**src/rtl/road_scroll_ctrl_if.sv**
```systemverilog
// Game-logic <-> road scroll scheduler signal bundle.
// master = game logic side, slave = road_scroll_ctrl.
interface road_scroll_ctrl_if;
  logic [1:0] level;
  logic       run;
  logic       crash;
  logic       frame_start;
  logic [9:0] scroll_offset;
  logic       step_pulse;
  logic [1:0] level_active;
  logic [1:0] state;

  modport master (
    output level, run, crash, frame_start,
    input  scroll_offset, step_pulse, level_active, state
  );

  modport slave (
    input  level, run, crash, frame_start,
    output scroll_offset, step_pulse, level_active, state
  );
endinterface

```
**src/rtl/road_scroll_ctrl.sv**
```systemverilog
// Road scroll scheduler: prescaled timebase, level-dependent step divider, RUN/BRAKE/HALT FSM.
// All outputs registered (1 clk after the deciding input); no backpressure, scroll_offset published only on frame_start.
module road_scroll_ctrl #(
  parameter int CLK_HZ      = 100000000,
  parameter int BASE_HZ     = 500,
  parameter int STEP        = 8,
  parameter int PERIOD      = 96,
  parameter int BRAKE_DIV   = 8,
  parameter int BRAKE_STEPS = 4
) (
  input  logic                clk,
  input  logic                reset_n,
  road_scroll_ctrl_if.slave   bus
);

  typedef enum logic [1:0] {
    IDLE  = 2'd0,
    RUN   = 2'd1,
    BRAKE = 2'd2,
    HALT  = 2'd3
  } state_t;

  localparam int PRESC_N = CLK_HZ / BASE_HZ;
  localparam int PW      = (PRESC_N > 1) ? $clog2(PRESC_N) : 1;
  localparam int DIV_MAX = (BRAKE_DIV > 6) ? BRAKE_DIV : 6;
  localparam int DW      = $clog2(DIV_MAX + 1);
  localparam int BW      = (BRAKE_STEPS > 1) ? $clog2(BRAKE_STEPS) : 1;

  localparam logic [PW-1:0] PRESC_LAST = PW'(PRESC_N - 1);
  localparam logic [BW-1:0] BRAKE_LAST = BW'(BRAKE_STEPS - 1);
  localparam logic [10:0]   STEP_W     = 11'(STEP);
  localparam logic [10:0]   PERIOD_W   = 11'(PERIOD);

  state_t        state_q, state_d;
  logic [PW-1:0] presc_q, presc_d;
  logic [DW-1:0] div_q, div_d;
  logic [BW-1:0] brake_cnt_q, brake_cnt_d;
  logic [9:0]    off_q, off_d;
  logic [9:0]    scroll_offset_q, scroll_offset_d;
  logic          step_pulse_q, step_pulse_d;
  logic [1:0]    level_active_q, level_active_d;

  logic          moving;
  logic          base_tick;
  logic [DW-1:0] div_lim;
  logic          div_done;
  logic          step;
  logic [10:0]   off_sum;

  always_comb begin
    state_d         = state_q;
    presc_d         = presc_q;
    div_d           = div_q;
    brake_cnt_d     = brake_cnt_q;
    off_d           = off_q;
    scroll_offset_d = scroll_offset_q;
    step_pulse_d    = 1'b0;
    level_active_d  = level_active_q;
    step            = 1'b0;
    off_sum         = {1'b0, off_q} + STEP_W;

    moving    = (state_q == RUN) || (state_q == BRAKE);
    base_tick = moving && (presc_q == PRESC_LAST);

    // Divider limit is DIV-1; >= keeps a level drop from stranding a larger count.
    if (state_q == BRAKE) begin
      div_lim = DW'(BRAKE_DIV - 1);
    end else begin
      case (level_active_q)
        2'd0:    div_lim = DW'(5);
        2'd1:    div_lim = DW'(3);
        2'd2:    div_lim = DW'(1);
        default: div_lim = DW'(0);
      endcase
    end
    div_done = (div_q >= div_lim);

    if (moving) begin
      presc_d = base_tick ? '0 : presc_q + PW'(1);
    end
    if (base_tick) begin
      div_d = div_done ? '0 : div_q + DW'(1);
    end

    case (state_q)
      IDLE: begin
        if (bus.run && !bus.crash) state_d = RUN;
      end
      RUN: begin
        if (bus.crash) begin
          state_d = HALT;
        end else if (!bus.run) begin
          state_d     = BRAKE;
          brake_cnt_d = '0;
          div_d       = '0;
        end else begin
          step = base_tick && div_done;
        end
      end
      BRAKE: begin
        if (bus.crash) begin
          state_d = HALT;
        end else if (bus.run) begin
          state_d = RUN;
          div_d   = '0;
        end else if (base_tick && div_done) begin
          step = 1'b1;
          if (brake_cnt_q == BRAKE_LAST) begin
            state_d = IDLE;
          end else begin
            brake_cnt_d = brake_cnt_q + BW'(1);
          end
        end
      end
      default: begin
        if (!bus.crash && !bus.run) state_d = IDLE;
      end
    endcase

    // Stopped states keep the timebase parked so a restart sees a full DIV period.
    if ((state_d == IDLE) || (state_d == HALT)) begin
      presc_d = '0;
      div_d   = '0;
    end

    if (step) begin
      step_pulse_d = 1'b1;
      off_d        = (off_sum >= PERIOD_W) ? 10'(off_sum - PERIOD_W) : off_sum[9:0];
    end

    // off_q is the pre-step value, so a coincident step is not published until next frame.
    if (bus.frame_start) begin
      scroll_offset_d = off_q;
      level_active_d  = bus.level;
    end
  end

  always_ff @(posedge clk or negedge reset_n) begin
    if (!reset_n) begin
      state_q         <= IDLE;
      presc_q         <= '0;
      div_q           <= '0;
      brake_cnt_q     <= '0;
      off_q           <= '0;
      scroll_offset_q <= '0;
      step_pulse_q    <= 1'b0;
      level_active_q  <= 2'd0;
    end else begin
      state_q         <= state_d;
      presc_q         <= presc_d;
      div_q           <= div_d;
      brake_cnt_q     <= brake_cnt_d;
      off_q           <= off_d;
      scroll_offset_q <= scroll_offset_d;
      step_pulse_q    <= step_pulse_d;
      level_active_q  <= level_active_d;
    end
  end

  assign bus.scroll_offset = scroll_offset_q;
  assign bus.step_pulse    = step_pulse_q;
  assign bus.level_active  = level_active_q;
  assign bus.state         = state_q;

endmodule
```
**src/flat_wrapper.sv**
```systemverilog
// flat-port wrapper written by rule: the top's interface ports become plain ports
module road_scroll_ctrl_flat 
#(
  parameter int CLK_HZ      = 100000000,
  parameter int BASE_HZ     = 500,
  parameter int STEP        = 8,
  parameter int PERIOD      = 96,
  parameter int BRAKE_DIV   = 8,
  parameter int BRAKE_STEPS = 4
)
  (clk, reset_n, bus_level, bus_run, bus_crash, bus_frame_start, bus_scroll_offset, bus_step_pulse, bus_level_active, bus_state);
  road_scroll_ctrl_if bus_i ();
  input  logic clk;
  input  logic reset_n;
  input wire logic [$bits(bus_i.level)-1:0] bus_level;
  input wire logic [$bits(bus_i.run)-1:0] bus_run;
  input wire logic [$bits(bus_i.crash)-1:0] bus_crash;
  input wire logic [$bits(bus_i.frame_start)-1:0] bus_frame_start;
  output wire logic [$bits(bus_i.scroll_offset)-1:0] bus_scroll_offset;
  output wire logic [$bits(bus_i.step_pulse)-1:0] bus_step_pulse;
  output wire logic [$bits(bus_i.level_active)-1:0] bus_level_active;
  output wire logic [$bits(bus_i.state)-1:0] bus_state;
  assign bus_i.level = bus_level;
  assign bus_i.run = bus_run;
  assign bus_i.crash = bus_crash;
  assign bus_i.frame_start = bus_frame_start;
  assign bus_scroll_offset = bus_i.scroll_offset;
  assign bus_step_pulse = bus_i.step_pulse;
  assign bus_level_active = bus_i.level_active;
  assign bus_state = bus_i.state;
  road_scroll_ctrl #(.CLK_HZ(CLK_HZ), .BASE_HZ(BASE_HZ), .STEP(STEP), .PERIOD(PERIOD), .BRAKE_DIV(BRAKE_DIV), .BRAKE_STEPS(BRAKE_STEPS)) u_core (.clk(clk), .reset_n(reset_n), .bus(bus_i));
endmodule
```
**config.mk**
```make
export PLATFORM = sky130hd
export DESIGN_NAME = road_scroll_ctrl_flat
export DESIGN_NICKNAME = d
export VERILOG_FILES = /design/src/rtl/road_scroll_ctrl_if.sv /design/src/rtl/road_scroll_ctrl.sv /design/src/flat_wrapper.sv
export SDC_FILE = /design/constraint.sdc
export NUM_CORES = 1
export LEC_CHECK = 0
export BUFFER_PORTS_ARGS = -buffer_cell sky130_fd_sc_hd__buf_2
export CAP_MARGIN = 10
export CORE_UTILIZATION = 43
export DETAILED_ROUTE_END_ITERATION = 16
export GPL_TIMING_DRIVEN = 0
export PLACE_DENSITY_LB_ADDON = 0.15
export SKIP_CTS_REPAIR_TIMING = 1
export SLEW_MARGIN = 0
export SYNTH_ARGS = -nofsm -noshare
export SYNTH_HDL_FRONTEND = slang
export SYNTH_SLANG_ARGS = --single-unit
```
**constraint.sdc**
```tcl
create_clock -name clk -period 6.2 [get_ports clk]
set_clock_uncertainty 0.1 [all_clocks]
set_input_delay 1.24 -clock clk [delete_from_list [all_inputs] [get_ports clk]]
set_output_delay 1.24 -clock clk [all_outputs]
set_load 0.02 [all_outputs]
```
==> results.tsv <==
metric	value	unit
status	finished clean	
Max clock buf depth	2	
sequential-to-total area share from yosys stat	38.88	%
ys flop type	dfrtp_1	
hold_sp	u_core.bus.scroll_offset[8]	
TritonRoute pass-1 iters	4	
Cell variety after synth	59	
CTS clk-pin slew, worst paths	0.08	ns
GRT Total Usage	19.08	%
Routed WL per cell	14.10	um
leakage	1.349	nW
worst slew pin tran	0.9612	ns
Final Critical Period	3.249	ns
Die Span X	82.23	um
GP Congestion	0.8631	
Pwr Density	329.3	mW/mm^2
crit path max-delay cell type	nor2_2	
Hold Slack	0.4010	ns
CP Capture Type	register	
H-tree levels	2	
Setup Crit Path Kind	reg -> reg	
Fin. Hold Viols	0	
Vias/cell	5.565	
drc violations	0	
Initial Util	45.66	%
Slew Limit Fails	0	
Core Area	0.006061	sq mm
DRT Wirelength	5568	um
worst stage delay on the critical path	0.55	ns
first-pass GRT wire length	9846	um
most frequent cells in the layout	dfrtp_1 (43), nand2_1 (23), nor2_1 (22)	
total CTS buffers	5	
final core occ	50.93	%
asr flop ratio synth	100.0	%
DRT iter0 DRCs	66	
cells along the critical path	inv_1 -> ha_1 -> buf_2 -> nor2_1 -> ha_1 -> a211oi_1 -> o21a_1 -> nor4_4 -> nand2b_1 -> nor2_2 -> nor3_2	
total power	1.016	mW
Worst-Skew Late Latency	0.29	ns
mapped cell area	0.002768	sq mm
commonest non-fill, non-tap cell in the layout	dfrtp_1	
MaxCap Viol Count	0	
design area	0.003087	sq mm
pin count of the biggest net entering global routing	44	
total grt overflow	0	
maximum VDD drop	452.7	uV
Ys Warns	0	
DR vias	2198	
Post-synth EDFFs	0	
synthesized area per cell	9.446	sq um
cell mode on critical path	ha_1	
I/O Buffers	17	
Critical Path RT	6.25	ns
fraction of layout cells with a size suffix above 1	20.63	%
Worst Path Arrival	3.30	ns
FF-to-FF setup slack	2.95	ns
clock sink count	43	
clk root buf	clkbuf_8	
#FFs+latches synth	43	
TNS Setup	0	ns
die outline area	0.006761	sq mm
Placed Cells	387	
CP Buf/Inv Count	2	
final worst setup slack	2.951	ns
# diodes	0	
RR Startpoint	u_core.bus.state[0]	
CP Max Fanout	10	
f_max	0.3078	GHz
height of the chip	82.23	um
io pins	22	
unrepaired setup endpoints after global routing	no	
standard-cell row count	28	
element type at the critical path start	register	
CTS tree	yes	
HPWL Detailed	4048	um
Critical path origin	u_core.bus.state[0]	
Final setup violation count	0	
hold crit path type	reg -> reg	
vias in the first global route	2094	
initial antenna violation count	0	
Placement Setup Slack	2.952	ns
DRT antenna net count	0	
Post-Syn Instances	293	
Area after DPL	0.002954	sq mm
Slew headroom	35.46	%
largest delay contributor family on the critical path	simple AND/OR/NAND/NOR gates	
nets	338	
Final Instance Count excl. Fillers	395	
Layout area overhead	11.53	%
final cycle utilization of the critical path	52.40	%
-- per-layer routing --
| metal | GRT usage [%] | routed length, um | share of wire, % |
|---|---|---|---|
| met5 | 0 | 0 | 0 |
| met1 | 24.85 | 2661 | 48 |
| met2 | 32.40 | 2640 | 47 |
| met3 | 3.736 | 229 | 4.1 |
| met4 | 4.561 | 36 | 0.65 |
-- state kept, by name, summed over array words and instances (netlist names) --
name                      cells
u_core.bus.state              2
u_core.presc_q               18
u_core.brake_cnt_q            2
u_core.bus.step_pulse         1
u_core.off_q                  7
u_core.bus.level_active       2
u_core.div_q                  4
u_core.bus.scroll_offset      7
-- synthesized netlist by cell type, types with 5 or more instances --
cell      count  share of area, %
nand3_1      13               2.4
mux2_2       10               4.1
nand4_1       5               1.1
nor3_1       19               3.4
nor2_1       22               3.0
clkbuf_1      6              0.81
xnor2_1      14               4.4
a21oi_1      10               1.8
dfrtp_1      43                39
xor2_1        7               2.2
ha_1         12               5.4
nand2_1      23               3.1
nor3_2        9               3.3
o21ai_0      12               2.2
inv_1        12               1.6
-- where the power goes --
group	leakage, nW	internal [mW]	switching [mW]
sequential	0.581	0.296	0.0234
clock	0.0654	0.161	0.0999
combinational	0.703	0.153	0.283
total	1.35	0.610	0.406
-- cells by family after synthesis --
logic type,synth area share (%)
and+or+nand+nor,26.49
AOI/OAI and AO/OA,12.48
DFF,38.88
buffers and inverters,4.611
xor gates and xnor gates,6.646
muxes,5.334
adders and majority gates,5.425
other,0.1355
-- worst paths after layout --
| path | end | depth (start not counted) |
|---|---|---|
| max | u_core.presc_q[15] | 11 |
| min in group asynchronous | u_core.bus.scroll_offset[5] | 1 |
| max in group asynchronous | u_core.presc_q[17] | 1 |
| min reg2reg | u_core.bus.scroll_offset[8] | 1 |
| max reg2reg | u_core.presc_q[15] | 11 |
| min | u_core.bus.scroll_offset[8] | 1 |
-- final cells by class --
class,count,area (sq um)
inverter,12,45.04
clock inverter,2,60.06
timing repair buffer,17,85.08
clock buffer,6,72.57
multi-input combinational,225,1572
fill,569,2974
buffer,15,82.58
tap,75,93.84
sequential,43,1076
Note: power is estimated with default switching activity, not from simulation.
